[src/rtl/credit_pkg.sv]
// Shared types and default sizing for the credit-return link.
// The conservation check relates receiver and sender state.
package credit_pkg;

  localparam int unsigned DATA_WIDTH_DEF   = 32;
  localparam int unsigned DEPTH_DEF        = 8;
  localparam int unsigned COUNT_SZ_DEF     = 10;
  localparam int unsigned CREDIT_BATCH_DEF = 4;
  localparam int unsigned FLUSH_CYCLES_DEF = 16;

  typedef logic [COUNT_SZ_DEF-1:0] credit_t;

  // Every credit is either a buffered word, pending here, or held by the sender.
  function automatic bit credit_conserved(input int unsigned occ,
                                          input int unsigned pending,
                                          input int unsigned sender,
                                          input int unsigned depth = DEPTH_DEF);
    return (occ + pending + sender) == depth;
  endfunction

endpackage

[src/rtl/credit_sink_if.sv]
// Link between the credit sink, its sender (enq/credit) and its consumer (deq).
// slave is the sink side; master is the sender/consumer side.
interface credit_sink_if #(
  parameter int unsigned DATA_WIDTH = 32,
  parameter int unsigned COUNT_SZ   = 10
);
  logic                  enq__ENA;
  logic [DATA_WIDTH-1:0] enq_v;
  logic                  enq__RDY;
  logic [DATA_WIDTH-1:0] first;
  logic                  first__RDY;
  logic                  deq__ENA;
  logic                  deq__RDY;
  logic                  credit__ENA;
  logic [COUNT_SZ-1:0]   credit_v;
  logic                  credit__RDY;
  logic                  overflow;

  modport slave (
    input  enq__ENA, enq_v, deq__ENA, credit__RDY,
    output enq__RDY, first, first__RDY, deq__RDY, credit__ENA, credit_v, overflow
  );

  modport master (
    output enq__ENA, enq_v, deq__ENA, credit__RDY,
    input  enq__RDY, first, first__RDY, deq__RDY, credit__ENA, credit_v, overflow
  );
endinterface

[src/rtl/credit_sink_buf.sv]
// Circular receive buffer with registered occupancy; DEPTH need not be a power of two.
// Full-with-dequeue accepts the enqueue since the head slot frees in the same cycle.
module credit_sink_buf #(
  parameter int unsigned DATA_WIDTH = 32,
  parameter int unsigned DEPTH      = 8
) (
  input  logic                  CLK,
  input  logic                  RST,
  input  logic                  i_enq,
  input  logic [DATA_WIDTH-1:0] i_data,
  input  logic                  i_deq,
  output logic [DATA_WIDTH-1:0] o_first,
  output logic                  o_not_full,
  output logic                  o_not_empty,
  output logic                  o_deq_acc,
  output logic                  o_drop
);
  localparam int unsigned PW = (DEPTH < 2) ? 1 : $clog2(DEPTH);
  localparam int unsigned OW = $clog2(DEPTH + 1);

  logic [DATA_WIDTH-1:0] r_mem [DEPTH];
  logic [PW-1:0]         r_rd;
  logic [PW-1:0]         r_wr;
  logic [OW-1:0]         r_occ;
  logic                  w_full;
  logic                  w_empty;
  logic                  w_enq;
  logic                  w_deq;

  function automatic logic [PW-1:0] wrap_inc(input logic [PW-1:0] p);
    return (p == PW'(DEPTH - 1)) ? '0 : p + 1'b1;
  endfunction

  assign w_full      = (r_occ == OW'(DEPTH));
  assign w_empty     = (r_occ == '0);
  assign w_deq       = i_deq & ~w_empty;
  assign w_enq       = i_enq & (~w_full | w_deq);
  assign o_drop      = i_enq & w_full & ~w_deq;
  assign o_deq_acc   = w_deq;
  assign o_not_full  = ~w_full;
  assign o_not_empty = ~w_empty;
  assign o_first     = w_empty ? '0 : r_mem[r_rd];

  always_ff @(posedge CLK) begin
    if (w_enq) r_mem[r_wr] <= i_data;
  end

  always_ff @(posedge CLK or posedge RST) begin
    if (RST) begin
      r_rd  <= '0;
      r_wr  <= '0;
      r_occ <= '0;
    end else begin
      if (w_enq) r_wr <= wrap_inc(r_wr);
      if (w_deq) r_rd <= wrap_inc(r_rd);
      unique case ({w_enq, w_deq})
        2'b10:   r_occ <= r_occ + 1'b1;
        2'b01:   r_occ <= r_occ - 1'b1;
        default: r_occ <= r_occ;
      endcase
    end
  end

endmodule

[src/rtl/credit_sink.sv]
// Credit-flow receiver: buffers sender words and returns freed slots as batched grants.
// Reset preloads DEPTH pending credits so the sender's counter can start at zero.
module credit_sink
  import credit_pkg::*;
#(
  parameter int unsigned DATA_WIDTH   = DATA_WIDTH_DEF,
  parameter int unsigned DEPTH        = DEPTH_DEF,
  parameter int unsigned COUNT_SZ     = COUNT_SZ_DEF,
  parameter int unsigned CREDIT_BATCH = CREDIT_BATCH_DEF,
  parameter int unsigned FLUSH_CYCLES = FLUSH_CYCLES_DEF
) (
  input  logic          CLK,
  input  logic          RST,
  credit_sink_if.slave  link
);
  localparam int unsigned IW = (FLUSH_CYCLES < 1) ? 1 : $clog2(FLUSH_CYCLES + 1);

  logic [COUNT_SZ-1:0] r_pending;
  logic [COUNT_SZ-1:0] w_pending_nxt;
  logic [IW-1:0]       r_idle;
  logic [IW-1:0]       w_idle_nxt;
  logic                r_overflow;
  logic                w_deq_acc;
  logic                w_drop;
  logic                w_not_empty;
  logic                w_batch;
  logic                w_flush;
  logic                w_fire;

  credit_sink_buf #(
    .DATA_WIDTH (DATA_WIDTH),
    .DEPTH      (DEPTH)
  ) u_buf (
    .CLK         (CLK),
    .RST         (RST),
    .i_enq       (link.enq__ENA),
    .i_data      (link.enq_v),
    .i_deq       (link.deq__ENA),
    .o_first     (link.first),
    .o_not_full  (link.enq__RDY),
    .o_not_empty (w_not_empty),
    .o_deq_acc   (w_deq_acc),
    .o_drop      (w_drop)
  );

  assign link.first__RDY = w_not_empty;
  assign link.deq__RDY   = w_not_empty;

  assign w_batch = (r_pending >= COUNT_SZ'(CREDIT_BATCH));
  assign w_flush = (FLUSH_CYCLES != 0) && (r_idle == IW'(FLUSH_CYCLES));
  assign w_fire  = link.credit__RDY && (r_pending != '0) && (w_batch || w_flush);

  // Pending is preloaded during reset, so the grant must be masked while RST is held.
  assign link.credit__ENA = w_fire & ~RST;
  assign link.credit_v    = r_pending;
  assign link.overflow    = r_overflow;

  always_comb begin
    w_pending_nxt = r_pending + COUNT_SZ'(w_deq_acc);
    w_idle_nxt    = r_idle;
    if (w_fire) begin
      // The same-cycle deq is carried into the next batch rather than lost.
      w_pending_nxt = COUNT_SZ'(w_deq_acc);
    end
    if (w_fire || (r_pending == '0)) begin
      w_idle_nxt = '0;
    end else if (r_idle != IW'(FLUSH_CYCLES)) begin
      w_idle_nxt = r_idle + 1'b1;
    end
  end

  always_ff @(posedge CLK or posedge RST) begin
    if (RST) begin
      r_pending  <= COUNT_SZ'(DEPTH);
      r_idle     <= '0;
      r_overflow <= 1'b0;
    end else begin
      r_pending  <= w_pending_nxt;
      r_idle     <= w_idle_nxt;
      r_overflow <= r_overflow | w_drop;
    end
  end

endmodule

[src/flat_wrapper.sv]
// flat-port wrapper written by rule: the top's interface ports become plain ports
module credit_sink_flat import credit_pkg::*;
#(
  parameter int unsigned DATA_WIDTH   = DATA_WIDTH_DEF,
  parameter int unsigned DEPTH        = DEPTH_DEF,
  parameter int unsigned COUNT_SZ     = COUNT_SZ_DEF,
  parameter int unsigned CREDIT_BATCH = CREDIT_BATCH_DEF,
  parameter int unsigned FLUSH_CYCLES = FLUSH_CYCLES_DEF
)
  (CLK, RST, link_enq__ENA, link_enq_v, link_deq__ENA, link_credit__RDY, link_enq__RDY, link_first, link_first__RDY, link_deq__RDY, link_credit__ENA, link_credit_v, link_overflow);
  credit_sink_if #(.DATA_WIDTH(DATA_WIDTH), .COUNT_SZ(COUNT_SZ)) link_i ();
  input  logic CLK;
  input  logic RST;
  input wire logic [$bits(link_i.enq__ENA)-1:0] link_enq__ENA;
  input wire logic [$bits(link_i.enq_v)-1:0] link_enq_v;
  input wire logic [$bits(link_i.deq__ENA)-1:0] link_deq__ENA;
  input wire logic [$bits(link_i.credit__RDY)-1:0] link_credit__RDY;
  output wire logic [$bits(link_i.enq__RDY)-1:0] link_enq__RDY;
  output wire logic [$bits(link_i.first)-1:0] link_first;
  output wire logic [$bits(link_i.first__RDY)-1:0] link_first__RDY;
  output wire logic [$bits(link_i.deq__RDY)-1:0] link_deq__RDY;
  output wire logic [$bits(link_i.credit__ENA)-1:0] link_credit__ENA;
  output wire logic [$bits(link_i.credit_v)-1:0] link_credit_v;
  output wire logic [$bits(link_i.overflow)-1:0] link_overflow;
  assign link_i.enq__ENA = link_enq__ENA;
  assign link_i.enq_v = link_enq_v;
  assign link_i.deq__ENA = link_deq__ENA;
  assign link_i.credit__RDY = link_credit__RDY;
  assign link_enq__RDY = link_i.enq__RDY;
  assign link_first = link_i.first;
  assign link_first__RDY = link_i.first__RDY;
  assign link_deq__RDY = link_i.deq__RDY;
  assign link_credit__ENA = link_i.credit__ENA;
  assign link_credit_v = link_i.credit_v;
  assign link_overflow = link_i.overflow;
  credit_sink #(.DATA_WIDTH(DATA_WIDTH), .DEPTH(DEPTH), .COUNT_SZ(COUNT_SZ), .CREDIT_BATCH(CREDIT_BATCH), .FLUSH_CYCLES(FLUSH_CYCLES)) u_core (.CLK(CLK), .RST(RST), .link(link_i));
endmodule
[config.mk]
export PLATFORM = sky130hd
export DESIGN_NAME = credit_sink_flat
export DESIGN_NICKNAME = d
export VERILOG_FILES = /design/src/rtl/credit_pkg.sv /design/src/rtl/credit_sink_if.sv /design/src/rtl/credit_sink_buf.sv /design/src/rtl/credit_sink.sv /design/src/flat_wrapper.sv
export SDC_FILE = /design/constraint.sdc
export NUM_CORES = 1
export LEC_CHECK = 0
export ABC_CLOCK_PERIOD_IN_PS = 5100
export CAP_MARGIN = 25
export CORE_AREA = 2 2 166 233
export CTS_BUF_LIST = sky130_fd_sc_hd__clkbuf_16
export CTS_CLUSTER_DIAMETER = 40
export DETAILED_ROUTE_END_ITERATION = 6
export DIE_AREA = 0 0 168 235
export PLACE_DENSITY = 0.46
export SETUP_SLACK_MARGIN = 0.1
export SYNTH_ARGS = -nofsm -noshare
export SYNTH_HDL_FRONTEND = slang
export SYNTH_SLANG_ARGS = --single-unit
[constraint.sdc]
create_clock -name CLK -period 5.1 [get_ports CLK]
set_clock_uncertainty 0.15 [all_clocks]
set_input_delay 1.02 -clock CLK [delete_from_list [all_inputs] [get_ports CLK]]
set_output_delay 1.02 -clock CLK [all_outputs]
set_load 0.005 [all_outputs]
==> reports/results.txt <==
The flow ran to the end, and the final reports show no timing, DRC or antenna violations. The run gives 2.611% as the met3 usage in global routing. The clock root buffer was sky130_fd_sc_hd__clkbuf_16. For the latest clock arrival within the worst-skew pair, the log shows 510 ps. Leaving out fill and tap cells, the most frequent cell in the layout is sky130_fd_sc_hd__edfxtp_1. In the routed design, unresolved DRC markers number 0.

The global placement routability congestion is 0.7193, and the number of max-cap violations is 0. The analysis attributes to cell leakage a power of 4.586 nW. The share of the cycle needed by the critical path after routing came out at 82.29%. The H-tree level count was 2; the layout overhead on the synthesized area was 24.38%.

The count of pins over their slew limit was 0. The tools report the post-cts resize count as 0. After synthesis the netlist holds a flip-flop and latch count of 282.

In this run, post-CTS hold repair placed 0 buffers. The start-to-end type of the worst setup path is reg2out. The sum of negative setup slack was 0 ps. Setup slack on the critical path of the routed design comes to 903.3 ps.

Derived from the worst setup path, the maximum achievable clock frequency is 0.2383 GHz. Detailed placement ended at an HPWL of 13.86 mm. The final layout contains 711 nets.

At the worst endpoint, the required time is 3930 ps. The die covers 39480 sq um. Buffers added to address setup during post-CTS repair amount to 0. After detailed routing, the number of vias per cell comes to 4.704.

Prevailing post-synth register cell: sky130_fd_sc_hd__edfxtp_1. The tools report the number of inserted diodes as 0. For this run, global-route usage on met1 was measured as 15.19%. The clock transition at the registers of the reported paths is 50 ps, and the maximum number of pins on one net before global-route repair is 67.

In the final routed layout, each cell accounts on average for 21.15 um. The run gives 84 as the total number of placement rows. At the placement stage, the worst setup path has a slack of 1003 ps. Counting distinct cell types in the post-synthesis netlist gives 42. The finished layout holds 1160 standard cells, fillers aside. Setup repair after global routing left no endpoint under its margin.

STA puts the critical path data arrival time at 3030 ps. The total length of routed wires is 24.54 mm. The clock sink count is 282, and the die width is 168 um.

The run gives 11110 sq um as the cell area after synthesis. Summing over every cut layer, the via total after detailed routing is 5457. In the layout the commonest cells are sky130_fd_sc_hd__edfxtp_1 (256), sky130_fd_sc_hd__clkdlybuf4s50_1 (83), sky130_fd_sc_hd__mux4_2 (64). The fraction of layout instances using a drive strength above 1 came out at 23.14%. The number of nets still failing antenna checks after routing was 0; the met2 track demand over resource was 23.24%. Once the floorplan was initialized, standard cells occupied 29.79% of the core. The cell count after synthesis came out at 549. The initial antenna violation count is 1, and the core region area is 37310 sq um. The peak fanout along the critical path was 35. The count of boundary I/O pins was 84.

The first TritonRoute pass finished after 4 iterations. TritonCTS built the clock tree. The tools report the number of global-route vias before repair as 6090.

Cells fill 37.05% of the core in the end. Measured along the y axis, the die boundary spans 235 um. Counting flops with a built-in enable in the synthesized netlist gives 256. Global-route usage over all layers: 12.81%.

The clock passes through at most 3 buffers. For the largest vdd supply drop, the log shows 0.1965 mV. The count of buffers from port buffering is 83. In this run the power density over the cells is 576.4 nW/um^2.

Each instance of the synthesized netlist takes up on average 20.24 sq um. For the count of filler cells inserted in the layout, the log shows 3379. Setup violations remaining at the end of the flow were counted as 0. Most congested layer reported by global routing: met2. The number of DRC markers after the initial detailed-route iteration came out at 274. The path type of the worst min-delay path is reg2reg. Of the synthesized area, sequential elements account for 75.03%.

The number of synthesis warnings was 0. The first global-routing pass estimated 37.71 mm of wire. The net count of the mapped netlist came out at 597.

In the synthesized netlist the async set-or-reset flop fraction comes to 9.220%. For this run the aggregate overflow at the end of global routing stands at 0. Shortest clock period the worst path allows after layout: 4197 ps. STA classifies the critical path endpoint as an output pin. Across all hold checks on the routed design, the worst slack comes to 326.0 ps. The type of element launching the critical path is a flop. The worst pin sits at a relative slew slack of 37.84%.

The actual transition at the worst max-transition pin is 932.4 ps. The number of placed instances, taps included, is 1099. The count of final hold-check violations came out at 0. The tools report the TritonCTS buffer count as 34.
==> path summary, 6_finish.rpt <==
| path | from | slack, ps | depth (start not counted) | to |
|---|---|---|---|---|
| worst min register to register | u_core.link.overflow | 330 | 1 | u_core.link.overflow |
| worst max-delay path | u_core.u_buf.r_rd[0] | 900 | 5 | link_first[8] |
| max in group asynchronous | RST | 3770 | 3 | u_core.link.credit_v[3] |
| min in group asynchronous | RST | 730 | 3 | u_core.link.credit_v[6] |
| worst max register to register | u_core.u_buf.r_occ[1] | 2110 | 9 | u_core.u_buf.r_occ[2] |
| worst min-delay path | u_core.link.overflow | 330 | 1 | u_core.link.overflow |
==> routing by layer <==
metal  up-vias  part of all wire [%]
li1       2435                     -
met1      2887                    40
met2        94                    54
met3        39                   3.8
met4         2                   2.1
met5         -                 0.045
==> cell usage after synthesis, types with 8 or more instances <==
cell type / count / area share (%)
sky130_fd_sc_hd__buf_2: 10 / 0.45
sky130_fd_sc_hd__clkbuf_1: 10 / 0.34
sky130_fd_sc_hd__dfrtp_1: 25 / 5.6
sky130_fd_sc_hd__edfxtp_1: 256 / 69
sky130_fd_sc_hd__ha_1: 11 / 1.2
sky130_fd_sc_hd__mux2i_1: 33 / 3.0
sky130_fd_sc_hd__mux4_2: 64 / 13
sky130_fd_sc_hd__nand2_1: 10 / 0.34
sky130_fd_sc_hd__nor2_1: 51 / 1.7
sky130_fd_sc_hd__nor3_1: 10 / 0.45
sky130_fd_sc_hd__xnor2_1: 8 / 0.63
sky130_fd_sc_hd__xor2_1: 9 / 0.71
==> worst max-delay path, stage by stage, from the launching register on <==
cell and delay (ps):
sky130_fd_sc_hd__dfrtp_4 890, sky130_fd_sc_hd__buf_12 330, sky130_fd_sc_hd__mux4_2 530, sky130_fd_sc_hd__mux2i_1 210, sky130_fd_sc_hd__nor2_1 60, sky130_fd_sc_hd__clkdlybuf4s50_1 470
==> sequential cells by signal, indices dropped and copies added, names as in the netlist <==
name,cells
u_core.u_buf.r_mem,256
u_core.u_buf.r_wr,3
u_core.r_idle,5
u_core.link.credit_v,10
u_core.link.overflow,1
u_core.u_buf.r_occ,4
u_core.u_buf.r_rd,3
==> area by class of cell <==
cell class / instances / area (sq um) / area share [%]
inverters: 7 / 26.28 / 0.1901
clock buffers: 37 / 925.9 / 6.697
multi-input cells: 236 / 2700 / 19.53
flip-flops and latches: 282 / 8348 / 60.39
well taps: 473 / 591.8 / 4.281
clock inverters: 23 / 226.5 / 1.638
repair buffers: 102 / 1006 / 7.277
==> cells by family after synthesis <==
| kind of cell | after synthesis | share of synthesized area (%) |
|---|---|---|
| flops | 282 | 75.03 |
| xor+xnor | 17 | 1.340 |
| fa+ha+maj | 11 | 1.238 |
| mux | 101 | 16.38 |
| buf+inv | 31 | 1.193 |
| simple gates | 94 | 3.918 |
| compound gates | 13 | 0.9006 |
==> report_power, final <==
part | total, W | switching (W) | internal (W)
clock | 0.00243 | 0.000946 | 0.00148
combinational | 0.00230 | 0.00102 | 0.00127
sequential | 0.00324 | 0.000333 | 0.00291
==> stage by stage <==
step                total power (W)  instance area (sq um)
finish                     0.007968                  13820
global route               0.008389                  13820
CTS                        0.008108                  13800
detailed placement         0.005647                  12640
global placement           0.005594                  12640
floorplan                  0.004519                  11110
No activity file was read; power rests on OpenSTA's default activity.
